### src/rtl/stdout_uart_tx.sv
// Memory-mapped console: STDOUT writes feed a TX FIFO serialised as UART, HALT writes set a sticky flag.
// Optional even-parity framing is enabled with `define STDOUT_UART_PARITY_EN.
module stdout_uart_tx #(
  parameter int          FIFO_DEPTH   = 16,
  parameter int          CLKS_PER_BIT = 868,
  parameter logic [23:0] ADDR_STDOUT  = 24'hFFFFFE,
  parameter logic [23:0] ADDR_HALT    = 24'hFFFFFF
) (
  input  logic        i_clk,
  input  logic        i_rst,
  input  logic        i_clk_en,
  input  logic [23:0] i_addr,
  input  logic        i_wr,
  input  logic        i_rd,
  input  logic [31:0] i_din,
  output logic [31:0] o_dout,
  output logic        o_stall,
  output logic        o_txd,
  output logic        o_halt,
  output logic        o_busy
);

  localparam int PW = $clog2(FIFO_DEPTH);
  localparam int CW = PW + 1;
  localparam int BW = $clog2(CLKS_PER_BIT);
  localparam logic [CW-1:0] DEPTH_C     = CW'(FIFO_DEPTH);
  localparam logic [BW-1:0] BAUD_RELOAD = BW'(CLKS_PER_BIT - 1);
`ifdef STDOUT_UART_PARITY_EN
  localparam logic PARITY_FLAG = 1'b1;
`else
  localparam logic PARITY_FLAG = 1'b0;
`endif

`ifdef STDOUT_UART_PARITY_EN
  typedef enum logic [2:0] {IDLE, START, DATA, PARITY, STOP} state_t;
`else
  typedef enum logic [2:0] {IDLE, START, DATA, STOP} state_t;
`endif

  state_t        state_q, state_d;
  logic [BW-1:0] baud_q, baud_d;
  logic [2:0]    bit_q, bit_d;
  logic          txd_q, txd_d;
  logic [7:0]    shreg_q, shreg_d;
`ifdef STDOUT_UART_PARITY_EN
  logic          par_q, par_d;
`endif
  logic          halt_q, ovf_q;
  logic [PW-1:0] wptr_q, rptr_q;
  logic [CW-1:0] cnt_q, cnt_d;
  logic [7:0]    mem [FIFO_DEPTH];

  logic sel_stdout, sel_halt, wr_stdout;
  logic full, empty, pop, push, blocked, tx_active;
  logic [31:0] status;
  logic unused_din;

  assign unused_din = ^i_din[31:8];

  assign sel_stdout = (i_addr == ADDR_STDOUT);
  assign sel_halt   = (i_addr == ADDR_HALT);
  assign wr_stdout  = i_wr & sel_stdout;
  assign full       = (cnt_q == DEPTH_C);
  assign empty      = (cnt_q == '0);
  assign tx_active  = (state_q != IDLE);

  // A pop on the same enabled cycle frees a slot, so a write to a full FIFO is accepted then.
  assign pop     = i_clk_en & (state_q == IDLE) & ~empty;
  assign push    = wr_stdout & i_clk_en & (~full | pop);
  assign blocked = wr_stdout & i_clk_en & full & ~pop;
  assign o_stall = wr_stdout & full & ~pop;

  assign status = {16'd0, 8'(cnt_q), 3'd0, PARITY_FLAG, ovf_q, tx_active, empty, full};
  assign o_dout = (i_rd && sel_stdout) ? status : 32'd0;
  assign o_txd  = txd_q;
  assign o_halt = halt_q;
  assign o_busy = ~empty | tx_active;

  always_comb begin
    cnt_d = cnt_q;
    case ({push, pop})
      2'b10:   cnt_d = cnt_q + CW'(1);
      2'b01:   cnt_d = cnt_q - CW'(1);
      default: cnt_d = cnt_q;
    endcase
  end

  always_comb begin
    state_d = state_q;
    baud_d  = baud_q;
    bit_d   = bit_q;
    txd_d   = txd_q;
    shreg_d = shreg_q;
`ifdef STDOUT_UART_PARITY_EN
    par_d   = par_q;
`endif
    if (baud_q != '0) baud_d = baud_q - BW'(1);
    case (state_q)
      IDLE: begin
        if (!empty) begin
          shreg_d = mem[rptr_q];
`ifdef STDOUT_UART_PARITY_EN
          par_d   = ^mem[rptr_q];
`endif
          txd_d   = 1'b0;
          baud_d  = BAUD_RELOAD;
          state_d = START;
        end
      end
      START: begin
        if (baud_q == '0) begin
          txd_d   = shreg_q[0];
          shreg_d = {1'b0, shreg_q[7:1]};
          baud_d  = BAUD_RELOAD;
          bit_d   = 3'd0;
          state_d = DATA;
        end
      end
      DATA: begin
        if (baud_q == '0) begin
          baud_d = BAUD_RELOAD;
          if (bit_q == 3'd7) begin
`ifdef STDOUT_UART_PARITY_EN
            txd_d   = par_q;
            state_d = PARITY;
`else
            txd_d   = 1'b1;
            state_d = STOP;
`endif
          end else begin
            bit_d   = bit_q + 3'd1;
            txd_d   = shreg_q[0];
            shreg_d = {1'b0, shreg_q[7:1]};
          end
        end
      end
`ifdef STDOUT_UART_PARITY_EN
      PARITY: begin
        if (baud_q == '0) begin
          txd_d   = 1'b1;
          baud_d  = BAUD_RELOAD;
          state_d = STOP;
        end
      end
`endif
      STOP: begin
        if (baud_q == '0) state_d = IDLE;
      end
      default: state_d = IDLE;
    endcase
  end

  // Control state: reset wins over the clock enable.
  always_ff @(posedge i_clk) begin
    if (i_rst) begin
      state_q <= IDLE;
      baud_q  <= '0;
      bit_q   <= 3'd0;
      txd_q   <= 1'b1;
      halt_q  <= 1'b0;
      ovf_q   <= 1'b0;
      wptr_q  <= '0;
      rptr_q  <= '0;
      cnt_q   <= '0;
    end else if (i_clk_en) begin
      state_q <= state_d;
      baud_q  <= baud_d;
      bit_q   <= bit_d;
      txd_q   <= txd_d;
      cnt_q   <= cnt_d;
      if (push) wptr_q <= wptr_q + PW'(1);
      if (pop) rptr_q <= rptr_q + PW'(1);
      if (i_wr && sel_halt) halt_q <= 1'b1;
      if (blocked) ovf_q <= 1'b1;
    end
  end

  // Datapath storage carries no reset; stale contents are never observable.
  always_ff @(posedge i_clk) begin
    if (i_clk_en) begin
      if (push) mem[wptr_q] <= i_din[7:0];
      shreg_q <= shreg_d;
`ifdef STDOUT_UART_PARITY_EN
      par_q   <= par_d;
`endif
    end
  end

endmodule
### config.mk
export PLATFORM = sky130hd
export DESIGN_NAME = stdout_uart_tx
export DESIGN_NICKNAME = d
export VERILOG_FILES = /design/src/rtl/stdout_uart_tx.sv
export SDC_FILE = /design/constraint.sdc
export NUM_CORES = 1
export LEC_CHECK = 0
export BUFFER_PORTS_ARGS = -buffer_cell sky130_fd_sc_hd__buf_2
export CAP_MARGIN = 20
export CORE_MARGIN = 2
export CORE_UTILIZATION = 45
export DETAILED_ROUTE_END_ITERATION = 6
export PLACE_DENSITY = 0.74
export SKIP_LAST_GASP = 1
export SLEW_MARGIN = 20
export SYNTH_ARGS = -nofsm -noshare
export SYNTH_HDL_FRONTEND = slang
export SYNTH_SLANG_ARGS = --single-unit
### constraint.sdc
create_clock -name i_clk -period 3 [get_ports i_clk]
set_input_delay 0.15 -clock i_clk [delete_from_list [all_inputs] [get_ports i_clk]]
set_output_delay 0.15 -clock i_clk [all_outputs]
set_load 0.02 [all_outputs]
==> qor.csv <==
stage;metric;value;unit
place;Post-DP HPWL;9740;um
setup_path;R2R setup slack;0.31;ns
setup_path;reg2reg end;baud_q[0];
setup_path;biggest cell delay along the critical path;0.60;ns
setup_path;worst reg2reg path startpoint;baud_q[1];
setup_path;crit end category;register;
finish;share of cells above drive strength 1;23.1;%
synthesis;EDFF count, synth;136;
outcome;status;completed;
floorplan;Ports;97;
setup_path;CP Class;reg2reg;
detailed_routing;initial drt markers;382;
timing;Final period util;89.6;%
detailed_routing;# DRC;0;
floorplan;standard-cell row count;47;
clock_tree;# resized after CTS;0;
synthesis;gate count after technology mapping;530;
timing;Max-slew headroom;48.7;%
detailed_routing;Final ANT Viol Nets;0;
global_route;GRT Util Overall;16.5;%
timing;Setup Viol. Count Final;0;
setup_path;critical path required time;3.28;ns
place;Setup Slack @ Placement;0.329;ns
job;Max Cap Viol;0;
detailed_routing;drt first pass iters;5;
min_path;HP Class;in2reg;
finish;Cell Count, Final, Fillers Out;817;
timing;Fmax achieved;0.372;GHz
timing;final setup margin;0.311;ns
detailed_routing;Via density;5.37;
power_and_ir_drop;P_leak;2.98;nW
clock_tree;hold_buf cts;0;
timing;Fin Setup TNS;0;ns
timing;RSZ-0062 raised after global routing;false;
clock_tree;Setup Buffers After CTS;0;
detailed_routing;DR WL/cell;17.2;um
finish;final non-filler cell area;8590;um2
power_and_ir_drop;Max IR drop VDD;0.498;mV
timing;clock skew;0.0173;ns
synthesis;Seq/Total Area, Yosys;63.5;%
clock_tree;Clock Latency Late Sink;0.43;ns
timing;worst-margin pin slew;0.766;ns
floorplan;core area;16500;um2
global_route;vias in the first global route;4433;
place;GP Congestion;0.799;
clock_tree;deepest clock path buffer count;2;
clock_tree;cts bufs inserted;17;
finish;# diodes;0;
synthesis;synth unique cells;52;
finish;Area Growth Syn to Fin;14.0;%
floorplan;die height;133;um
floorplan;Starting Density;45.8;%
global_route;Congestion Overflow GR;0;
setup_path;CP most frequent cell;ha_1;
clock_tree;CTS tree;done;
global_route;first-pass GRT wire length;22700;um
clock_tree;htree depth;4;
setup_path;crit-path cells;inv_1 -> ha_1 -> or4b_1 -> nor3b_4 -> inv_2 -> ha_1 -> o22ai_1 -> o21ai_0 -> nand3_1 -> a21oi_1;
power_and_ir_drop;PD cells;805;nW/um2
setup_path;Worst EP arrival;2.97;ns
floorplan;Die Wd;133;um
timing;endpoints failing hold;0;
floorplan;Die Area;17800;um2
clock_tree;clock sinks;171;
min_path;worst hold path depth;1;
synthesis;asr flop ratio synth;0;%
place;# placed instances;785;
timing;crit path time final;2.69;ns
timing;Slew Viols, Final;0;
synthesis;Yosys reg bits;171;
global_route;initial antenna violation count;0;
finish;nets;661;
synthesis;Synth Area per Inst;14.2;um2
setup_path;Register-to-Register Path Depth;10;
clock_tree;clock transition at the registers of the reported paths;0.08;ns
synthesis;ys flop type;edfxtp_1;
place;I/O Buffers;49;
synthesis;Post-Synthesis Cell Area;7540;um2
global_route;largest net degree at the start of global routing;33;
detailed_routing;DR vias;4386;
setup_path;CP Max Fanout;9;
clock_tree;Root Driver;clkbuf_16;
min_path;critical hold path startpoint;i_din[7];
min_path;Hold Path End;mem[11][7];
detailed_routing;Routed WL;14100;um
setup_path;CP Launch Type;register;
finish;fillers;1330;
place;Area after DPL;7970;um2
setup_path;Critical Path Slowest Stage Cell;or4b_1;
synthesis;yosys warns;0;
## state kept, by name, indices dropped and copies added, names as in the netlist, named ones only
register	cells
state_q	2
cnt_q	5
rptr_q	4
shreg_q	8
o_txd	1
o_halt	1
bit_q	3
wptr_q	4
baud_q	10
ovf_q	1
mem	128
## per-stage QoR
step | hold slack, ns | total power [mW] | utilization [%]
2_1_floorplan | 0.249 | 4.36 | -
3_3_place_gp | 0.442 | 4.69 | 48.4
3_5_place_dp | 0.456 | 4.78 | 48.4
4_1_cts | 0.0864 | 6.95 | 52.2
5_1_grt | 0.0970 | 7.28 | 52.2
6_report | 0.101 | 6.92 | 52.2
## kinds of logic (layout without fill, tap and decap cells)
| family | Yosys count | count (layout) | share of synthesized area (%) |
|---|---|---|---|
| xor gates and xnor gates | 11 | 11 | 1.28 |
| and+or+nand+nor | 176 | 176 | 11.2 |
| AOI/OAI and AO/OA | 51 | 51 | 4.42 |
| adders and majority gates | 16 | 16 | 2.66 |
| DFF | 171 | 171 | 63.5 |
| buffers and inverters | 58 | 103 | 4.13 |
| muxes | 46 | 46 | 12.8 |
| other | 1 | 23 | 0.0498 |
## power by group
| part | total [mW] | internal, mW | leakage, nW | switching, mW |
|---|---|---|---|---|
| registers | 2.92 | 2.76 | 1.51 | 0.163 |
| logic | 1.83 | 0.789 | 1.18 | 1.04 |
| clock network | 2.17 | 1.13 | 0.294 | 1.04 |
## final cells by class
class	instances	area [um2]	area share, %
Clock buffer	17	425	4.95
Clock inverter	15	190	2.21
Inverter	9	33.8	0.393
Multi-Input combinational cell	323	2520	29.4
Sequential cell	171	4790	55.7
Tap cell	220	275	3.21
Timing Repair Buffer	62	355	4.14
## layout by cell type (no fill, tap or decap), types with 7 or more instances in the layout
| cell type | netlist | routed |
|---|---|---|
| edfxtp_1 | 136 | 136 |
| a21oi_1 | 15 | 15 |
| clkbuf_16 | 0 | 17 |
| nand2_1 | 53 | 53 |
| nand2b_1 | 8 | 8 |
| or3_1 | 9 | 9 |
| inv_1 | 7 | 7 |
| buf_4 | 23 | 12 |
| clkinv_8 | 0 | 7 |
| ha_1 | 16 | 16 |
| nor3_1 | 9 | 9 |
| o21ai_0 | 9 | 9 |
| and2_1 | 8 | 8 |
| nor2_1 | 49 | 49 |
| dfxtp_1 | 35 | 34 |
| nand3_1 | 16 | 16 |
| buf_2 | 5 | 49 |
| conb_1 | 1 | 23 |
| mux4_2 | 40 | 40 |
## worst max-delay path: cells and delay by family, from the launching register on
family | cells | cell delay, ns
adders and majority gates | 2 | 0.51
DFF | 1 | 0.36
buffers and inverters | 2 | 0.27
and+or+nand+nor | 3 | 1.13
AOI/OAI and AO/OA | 3 | 0.29
## worst max path at each step
stage | start | to | slack [ns] | cells past startpoint
finish | baud_q[1] | baud_q[0] | 0.31 | 10
global placement | i_addr[22] | mem[11][7] | 0.39 | 6
CTS | baud_q[1] | baud_q[0] | 0.32 | 10
detailed placement | baud_q[1] | baud_q[0] | 0.33 | 10
global route | baud_q[1] | baud_q[0] | 0.14 | 10
floorplan | cnt_q[1] | cnt_q[4] | 0.22 | 11
## layer usage
metal,global-route usage (%),wire length (um)
met5,0,0
met3,4.26,857
met2,28.2,7190
met4,4.55,104
met1,20.9,5930
## cells in the mapped netlist (all sizes together) (9+ instances only)
cell | n | share of area, %
nor2 | 49 | 2.4
nand3 | 16 | 1.1
nand2 | 53 | 2.6
clkbuf | 19 | 0.96
ha | 16 | 2.7
nor3 | 9 | 0.60
o21ai | 9 | 0.60
mux4 | 40 | 12
or3 | 9 | 0.75
a21oi | 15 | 1.0
edfxtp | 136 | 54
buf | 30 | 2.7
dfxtp | 35 | 9.3
Note: power is estimated with default switching activity, not from simulation.
